==> config.mk <==
export PLATFORM = sky130hd
export DESIGN_NAME = seq_restoring_divider
export DESIGN_NICKNAME = d
export VERILOG_FILES = /design/src/rtl/seq_restoring_divider.sv
export SDC_FILE = /design/constraint.sdc
export NUM_CORES = 1
export LEC_CHECK = 0
export CORE_AREA = 10 10 82 101
export CTS_BUF_LIST = sky130_fd_sc_hd__clkbuf_4 sky130_fd_sc_hd__clkbuf_8
export DETAILED_ROUTE_END_ITERATION = 6
export DIE_AREA = 0 0 92 111
export PLACE_DENSITY = 0.82
export RECOVER_POWER = 100
export SLEW_MARGIN = 10
export SYNTH_ARGS = -nofsm -noshare
export SYNTH_HDL_FRONTEND = slang
export SYNTH_SLANG_ARGS = --single-unit
==> constraint.sdc <==
create_clock -name clk -period 2.2 [get_ports clk]
set_clock_uncertainty 0.05 [all_clocks]
set_input_delay 0.22 -clock clk [delete_from_list [all_inputs] [get_ports clk]]
set_output_delay 0.22 -clock clk [all_outputs]
set_load 0.01 [all_outputs]
==> src/rtl/seq_restoring_divider.sv <==
// Sequential restoring divider, one quotient bit per clock, MSB first.
// Ports: clk, rst (sync, active-high); in_valid/in_ready + dividend/divisor
// in; out_valid/out_ready + quotient/remainder/div_zero out.
module seq_restoring_divider #(
    parameter int DVD_W = 16,
    parameter int DVS_W = 8
) (
    input  logic             clk,
    input  logic             rst,
    input  logic             in_valid,
    output logic             in_ready,
    input  logic [DVD_W-1:0] dividend,
    input  logic [DVS_W-1:0] divisor,
    output logic             out_valid,
    input  logic             out_ready,
    output logic [DVD_W-1:0] quotient,
    output logic [DVS_W-1:0] remainder,
    output logic             div_zero
);

    localparam int CW = (DVD_W > 1) ? $clog2(DVD_W) : 1;
    localparam logic [CW-1:0] LAST = CW'(DVD_W - 1);

    typedef enum logic [1:0] {
        IDLE,
        RUN,
        DONE
    } state_t;

    state_t           state;
    // Partial remainder: the restored value is always below the
    // divisor, so only DVS_W bits need storing between steps.
    logic [DVS_W-1:0] p;
    logic [DVD_W-1:0] q;
    logic [DVS_W-1:0] dvs;
    logic [CW-1:0]    count;

    logic [DVS_W:0]   t;
    logic [DVS_W-1:0] diff;
    logic             ge;
    logic [DVS_W-1:0] p_nxt;
    logic [DVD_W-1:0] q_nxt;

    // One restoring step on the (DVS_W+1)-bit trial value.
    // When t >= dvs the true difference is < dvs, so the low
    // DVS_W bits of the subtraction are exact.
    always_comb begin
        t     = {p, q[DVD_W-1]};
        ge    = (t >= {1'b0, dvs});
        diff  = t[DVS_W-1:0] - dvs;
        p_nxt = ge ? diff : t[DVS_W-1:0];
        q_nxt = {q[DVD_W-2:0], ge};
    end

    always_ff @(posedge clk) begin
        if (rst) begin
            state     <= IDLE;
            in_ready  <= 1'b1;
            out_valid <= 1'b0;
            quotient  <= '0;
            remainder <= '0;
            div_zero  <= 1'b0;
            count     <= '0;
            p         <= '0;
            q         <= '0;
            dvs       <= '0;
        end else begin
            unique case (state)
                IDLE: begin
                    if (in_valid) begin
                        in_ready <= 1'b0;
                        if (divisor == '0) begin
                            state     <= DONE;
                            quotient  <= '1;
                            remainder <= dividend[DVS_W-1:0];
                            div_zero  <= 1'b1;
                            out_valid <= 1'b1;
                        end else begin
                            state <= RUN;
                            dvs   <= divisor;
                            p     <= '0;
                            q     <= dividend;
                            count <= '0;
                        end
                    end
                end
                RUN: begin
                    p     <= p_nxt;
                    q     <= q_nxt;
                    count <= count + 1'b1;
                    if (count == LAST) begin
                        quotient  <= q_nxt;
                        remainder <= p_nxt;
                        div_zero  <= 1'b0;
                        out_valid <= 1'b1;
                        count     <= '0;
                        state     <= DONE;
                    end
                end
                DONE: begin
                    if (out_ready) begin
                        out_valid <= 1'b0;
                        in_ready  <= 1'b1;
                        state     <= IDLE;
                    end
                end
                default: begin
                    state <= IDLE;
                end
            endcase
        end
    end

endmodule
==> results.py, run 1 <==
metrics = {
    "setup_path": {
        "critPathSlowestCell": "fa_2",
        "rrSetupSlack_ps": -110,
        "worstPathArrival_ps": 2500,
        "r2r-start": "q[15]",
        "crit_required_ps": 2400,
        "crit_type": "reg -> reg",
        "critPathMostFrequentCell": "inv_2",
        "path_max_fanout": 2,
        "startpoint": "q[15]",
        "start_kind": "register",
        "crit_path_end": "remainder[6]",
        "crit_chain": "inv_2 -> ha_4 -> inv_2 -> fa_2 -> a211oi_2 -> o21bai_1 -> a21oi_2 -> xnor2_1 -> a221o_1 -> a31o_2",
        "r2r_end": "remainder[6]",
        "cpPeakStageDelay_ps": 360,
        "reg2reg_depth": 10,
        "endpoint_kind": "register",
    },
    "floorplanning": {
        "ios": 55,
        "die_w_um": 92,
        "dieArea_um2": 10200,
        "fp.dieH_um": 111,
        "start_util": 0.469,
        "row_count": 33,
        "core_area_um2": 6440,
    },
    "global_routing": {
        "grt.overflow.total": 0,
        "antenna_found_initial": 0,
        "grt_pass1_vias": 3029,
        "grt_max_degree": 34,
        "track_usage": 0.170,
        "grt_pass1_wl_um": 14400,
    },
    "clock_network": {
        "cts_buffer_depth": 2,
        "cts-root-buf": "clkbuf_8",
        "htreeDepth": 3,
        "cts_tree": "done",
        "clk_pin_slew_ps": 70,
        "cts.sinks": 65,
        "cts_buffers": 9,
        "clock_latency_ps": 350,
    },
    "pwr": {
        "power.density_nw_per_um2": 854,
        "power_frac_comb": 0.317,
        "power_frac_clock": 0.302,
        "switchingPower_uw": 1160,
        "vdd_drop_max_mv": 0.455,
        "intPower_uw": 2300,
        "seq_power_share": 0.381,
        "switching_share": 0.336,
        "power_leakage_uw": 0.00165,
    },
    "logic_synthesis": {
        "yosys.area_share.simple": 0.198,
        "synth_top_family_by_area": "compound AO/OA/AOI/OAI gates",
        "synthDistinctLibCells": 48,
        "syn-cell-area_um2": 3020,
        "synth_edf_count": 0,
        "synth_nets": 394,
        "syn_inst": 356,
        "synthArstFlopShare": 0,
        "yosysWarnings": 0,
        "ys_ff_latch": 65,
        "syn_avg_cell_area_um2": 8.48,
        "netlist.area_leader.share": 0.431,
        "synthAdderAreaFrac": 0.0439,
        "synth_top_flop_cell": "dfxtp_1",
        "seq_area_frac_synth": 0.431,
        "yosysTopAreaCell": "dfxtp_1",
        "synth.area.top_cells": "dfxtp_1 (43%), nor2_1 (7.1%), nand2_1 (5.0%), a21oi_1 (4.6%), a311oi_1 (4.4%)",
        "synth-compound-area-share": 0.234,
        "synth_xor_area_frac": 0.0145,
        "muxShareOfSynthArea": 0.0274,
    },
    "job": {
        "maxCapViolCount": 0,
    },
    "timing": {
        "hold_violations": 0,
        "finalCritPeriodShare": 1.05,
        "setup_slack_ps": -108,
        "max_freq_mhz": 433,
        "relSlewSlack": 0.406,
        "rsz0062_at_grt": "yes",
        "slew_violations": 0,
        "hold_slack_ps": 248,
        "setup_viol": 1,
        "tightestPinTransition_ps": 892,
        "min_period_ps": 2310,
    },
    "layout": {
        "fin_nets": 465,
        "fill_cells": 562,
        "mostFrequentLayoutCells": "dfxtp_1 (63), nor2_1 (57), nand2_1 (40)",
        "final_cell_area_um2": 4060,
        "final_common_cell": "dfxtp_1",
        "area_growth_pct": 34.4,
        "multiInputGateArea_um2": 1640,
        "num_antenna_cells": 0,
        "drive_gt1_frac": 0.174,
        "seqCellArea_um2": 1300,
        "final-instance-count-excl-fill": 519,
    },
    "hold_path": {
        "min_path_type": "in -> reg",
    },
    "detailed_routing": {
        "wl_per_cell_um": 17.4,
        "drt-total-wl_um": 9030,
        "routed_via_density": 5.81,
        "drt-pass1-iter-count": 5,
        "postRouteAntennaNets": 0,
        "route.vias.total": 3015,
        "drt_iter0_drc": 222,
        "drc_errors": 0,
    },
    "status": {
        "violations": "setup timing",
        "status": "finished, violations left",
    },
    "placed_design": {
        "dpl.cell_count": 500,
        "place_area_um2": 3790,
        "port_buffers": 54,
        "dp_hpwl_um": 6150,
        "finalWeightedCongestion": 0.908,
    },
}
-- per-stage QoR --
stage               setup TNS (ps)  power (µW)  setup slack (ps)   util
CTS                          -12.1        3330             -12.1  0.621
floorplan                        0        1940              56.1      -
detailed placement            -681        2300              -130  0.589
finish                        -108        3470              -108  0.630
global route                  -878        3620              -198  0.630
global placement             -5.79        2270             -4.64  0.589
-- how the worst min path moves through the flow --
stage          depth (start not counted)       from           to
6_report                               2        rst  quotient[0]
5_1_grt                                2        rst     state[0]
4_1_cts                                2        rst       dvs[1]
3_5_place_dp                           2       p[7]         p[7]
3_3_place_gp                           2       p[7]         p[7]
2_1_floorplan                          1  out_ready    out_valid
-- metal layers --
metal  wire length, µm  track usage
met1              3520        0.182
met2              4680        0.292
met3               443       0.0318
met4               390        0.116
met5                 0            0
-- sequential cells by signal (all words and copies together) (netlist names) --
register   count
count          4
div_zero       1
dvs            8
in_ready       1
out_valid      1
p              8
q             16
quotient      16
remainder      8
state          2
-- critical path, delay by kind of cell, from the launching register on --
kind	cells	cell delay, ps
compound gates	5	1130
fa+ha+maj	2	480
flops	1	330
xor+xnor	1	110
buf+inv	2	100
-- kinds of logic (layout without fill, tap and decap cells) --
| kind of cell | Yosys count | after routing |
|---|---|---|
| XOR/XNOR | 5 | 5 |
| AO/OA/AOI/OAI | 95 | 95 |
| buffers and inverters | 39 | 115 |
| AND/OR/NAND/NOR | 134 | 134 |
| multiplexers | 8 | 8 |
| adder cells (fa/ha/maj) | 10 | 10 |
| flip-flops | 65 | 65 |
-- power groups by stage --
stage,clock (µW),sequential [µW],combinational (µW)
after floorplan,0,1320,619
after global placement,0,1330,942
after detailed placement,0,1330,969
after CTS,1040,1310,983
after global routing,1100,1320,1200
final,1050,1320,1100
-- synthesized netlist by cell type (all sizes together), types with 6 or more instances --
| library cell | instances |
|---|---|
| o21ai | 6 |
| o221a | 7 |
| clkbuf | 16 |
| nor4 | 10 |
| a311oi | 15 |
| nor2 | 57 |
| a211oi | 8 |
| nor3 | 11 |
| nand2 | 40 |
| dfxtp | 65 |
| inv | 12 |
| ha | 9 |
| mux2i | 6 |
| buf | 10 |
| a21oi | 29 |
-- what timing repair did --
| item | in CTS | in global routing |
|---|---|---|
| cloned | 0 | 0 |
| pin swaps | 1 | 13 |
| endpoints found under the setup margin | 2 | 11 |
| hold buffers | 0 | 0 |
| resized for setup | 1 | 17 |
| buffers inserted | 0 | 3 |
-- cell type report --
| cell class | count | area share |
|---|---|---|
| sequential | 65 | 0.321 |
| tap | 87 | 0.0268 |
| multi-input combinational | 252 | 0.403 |
| inverter | 13 | 0.0120 |
| clock inverter | 7 | 0.0194 |
| timing repair buffer | 86 | 0.187 |
| clock buffer | 9 | 0.0305 |
Power figures use the tool's default switching activity.
==> run 2: changes to the inputs <==
- SLEW_MARGIN: 10 -> 20
==> results of run 2 <==
Same layout as run 1: the final DEF is identical, and so are final timing and power.
==> RTL edit, RTL diff (config.mk and constraints of run 2) <==
Change the parameter `DVS_W` from 8 to 12.
--- a/src/rtl/seq_restoring_divider.sv
+++ b/src/rtl/seq_restoring_divider.sv
@@ -5,3 +5,3 @@
     parameter int DVD_W = 16,
-    parameter int DVS_W = 8
+    parameter int DVS_W = 12
 ) (
Ports: changed (resized divisor and remainder); port bits go from 55 to 63. No check against the original RTL was run, so the function may have changed too.
==> RTL edit against run 2 <==
Count of clock-buffer cells in the layout is the same; the run still ends with setup timing left; synthesized area grew 26%; sequential cell count grew 12; final area grew 36%; total power grew 60%; critical path depth grew 3; wire length grew 47%; worst setup slack lost 170 ps; critical path type unchanged.
==> RTL edit: results <==
export IMPL_status="finished with violations"
export IMPL_violations="setup timing"
export IMPL_grt_pass1_vias=4041
export IMPL_via_per_inst=6.040
export IMPL_synth_nets=509
export IMPL_arrival_ps=2730
export IMPL_tightest_slew_ps=477.3
export IMPL_synth_compound_area_share_pct=18.71
export IMPL_dp_hpwl_mm=8.059
export IMPL_cpPeakStageDelay_ps=380
export IMPL_io_buffer_count=62
export IMPL_grt_pass1_wl_mm=19.73
export IMPL_grt_total_usage_pct=23.70
export IMPL_nFillCells=361
export IMPL_drtIter0Drc=257
export IMPL_synth_adder_area_share_pct=4.818
export IMPL_globalplace_congestion=0.8173
export IMPL_worst_slack_ps=-280.0
export IMPL_wl_mm=13.30
export IMPL_setup_viol=53
export IMPL_nets=626
export IMPL_ir_drop_uv=708.6
export IMPL_clk_insertion_delay_late_ps=370
export IMPL_syn_area_per_cell_sq_um=8.188
export IMPL_ys_seq_area_share_pct=40.66
export IMPL_drive_gt1_share_pct=26.67
export IMPL_synthTopCellsByArea="dfxtp_1 41%, nor2_1 8.7%, nand2_1 6.3%"
export IMPL_grt_start_max_net_pins=42
export IMPL_ys_types=55
export IMPL_final_setup_tns_ps=-4436
export IMPL_synthTopCellsByCount="88 x nor2_1, 77 x dfxtp_1, 64 x nand2_1"
==> RTL edit: kinds of logic after synthesis <==
group,count (synthesis)
simple gates,206
xor+xnor,7
compound gates,95
mux,21
buf+inv,43
fa+ha+maj,14
flops,77
==> RTL edit: where the power goes <==
| part | switching [mW] | leakage (nW) | internal (mW) |
|---|---|---|---|
| clock network | 0.577 | 0.136 | 0.878 |
| registers | 0.0992 | 0.632 | 1.49 |
| logic | 1.23 | 1.55 | 1.25 |
==> RTL edit: final cells by class <==
type	count	area, sq um	share of cell area (%)
multi-input combinational	343	2352	42.46
inverter	15	56.30	1.016
tap	87	108.9	1.965
clock inverter	7	145.1	2.620
sequential	77	1556	28.09
clock buffer	9	123.9	2.236
timing repair buffer	134	1197	21.61
==> RTL edit: worst register-to-register path, stage by stage (launching register included) <==
cell and delay (ps):
dfxtp_2 330, inv_2 70, ha_4 130, inv_2 40, fa_2 380, a21oi_4 190, buf_4 140, buf_4 90
buf_4 90, o21bai_1 70, xor2_1 260, mux2i_2 130, a211o_1 270, a21oi_1 150
==> RTL edit: repair_timing <==
action                     CTS  global route
buffers inserted             9             3
pin swaps                    9            22
resized for setup           24            40
setup endpoints to repair   27            41
==> RTL edit: worst paths after layout <==
kind                               end                       from  slack, ps  cells after the start
min reg2reg  remainder[7]$_SDFFE_PP0P_  remainder[7]$_SDFFE_PP0P_        410                      2
max reg2reg  remainder[4]$_SDFFE_PP0P_         q[15]$_SDFFE_PP0P_       -280                     13
min          remainder[5]$_SDFFE_PP0P_                        rst         70                      2
max          remainder[4]$_SDFFE_PP0P_         q[15]$_SDFFE_PP0P_       -280                     13
==> RTL edit: stage by stage <==
step                worst slack (ps)  hold WS [ps]  total power, mW  cell area (sq um)
finish                        -280.0         72.72            5.532               5540
global route                  -321.2         74.95            5.712               5540
CTS                           -148.5         63.00            5.090               5370
detailed placement            -390.2         403.3            3.399               4933
global placement              -364.2         390.7            3.342               4933
floorplan                     -3.961         313.9            2.728               3829
==> RTL edit: per-layer routing <==
metal / routed length, microns / part of all wire, % / global-route usage [%] / vias up
met5: 0 / 0 / 0 / -
met4: 663 / 5.0 / 10.72 / 0
met1: 4797 / 36 / 24.58 / 1915
li1: - / - / - / 1854
met3: 978 / 7.4 / 6.572 / 65
met2: 6859 / 52 / 42.69 / 225
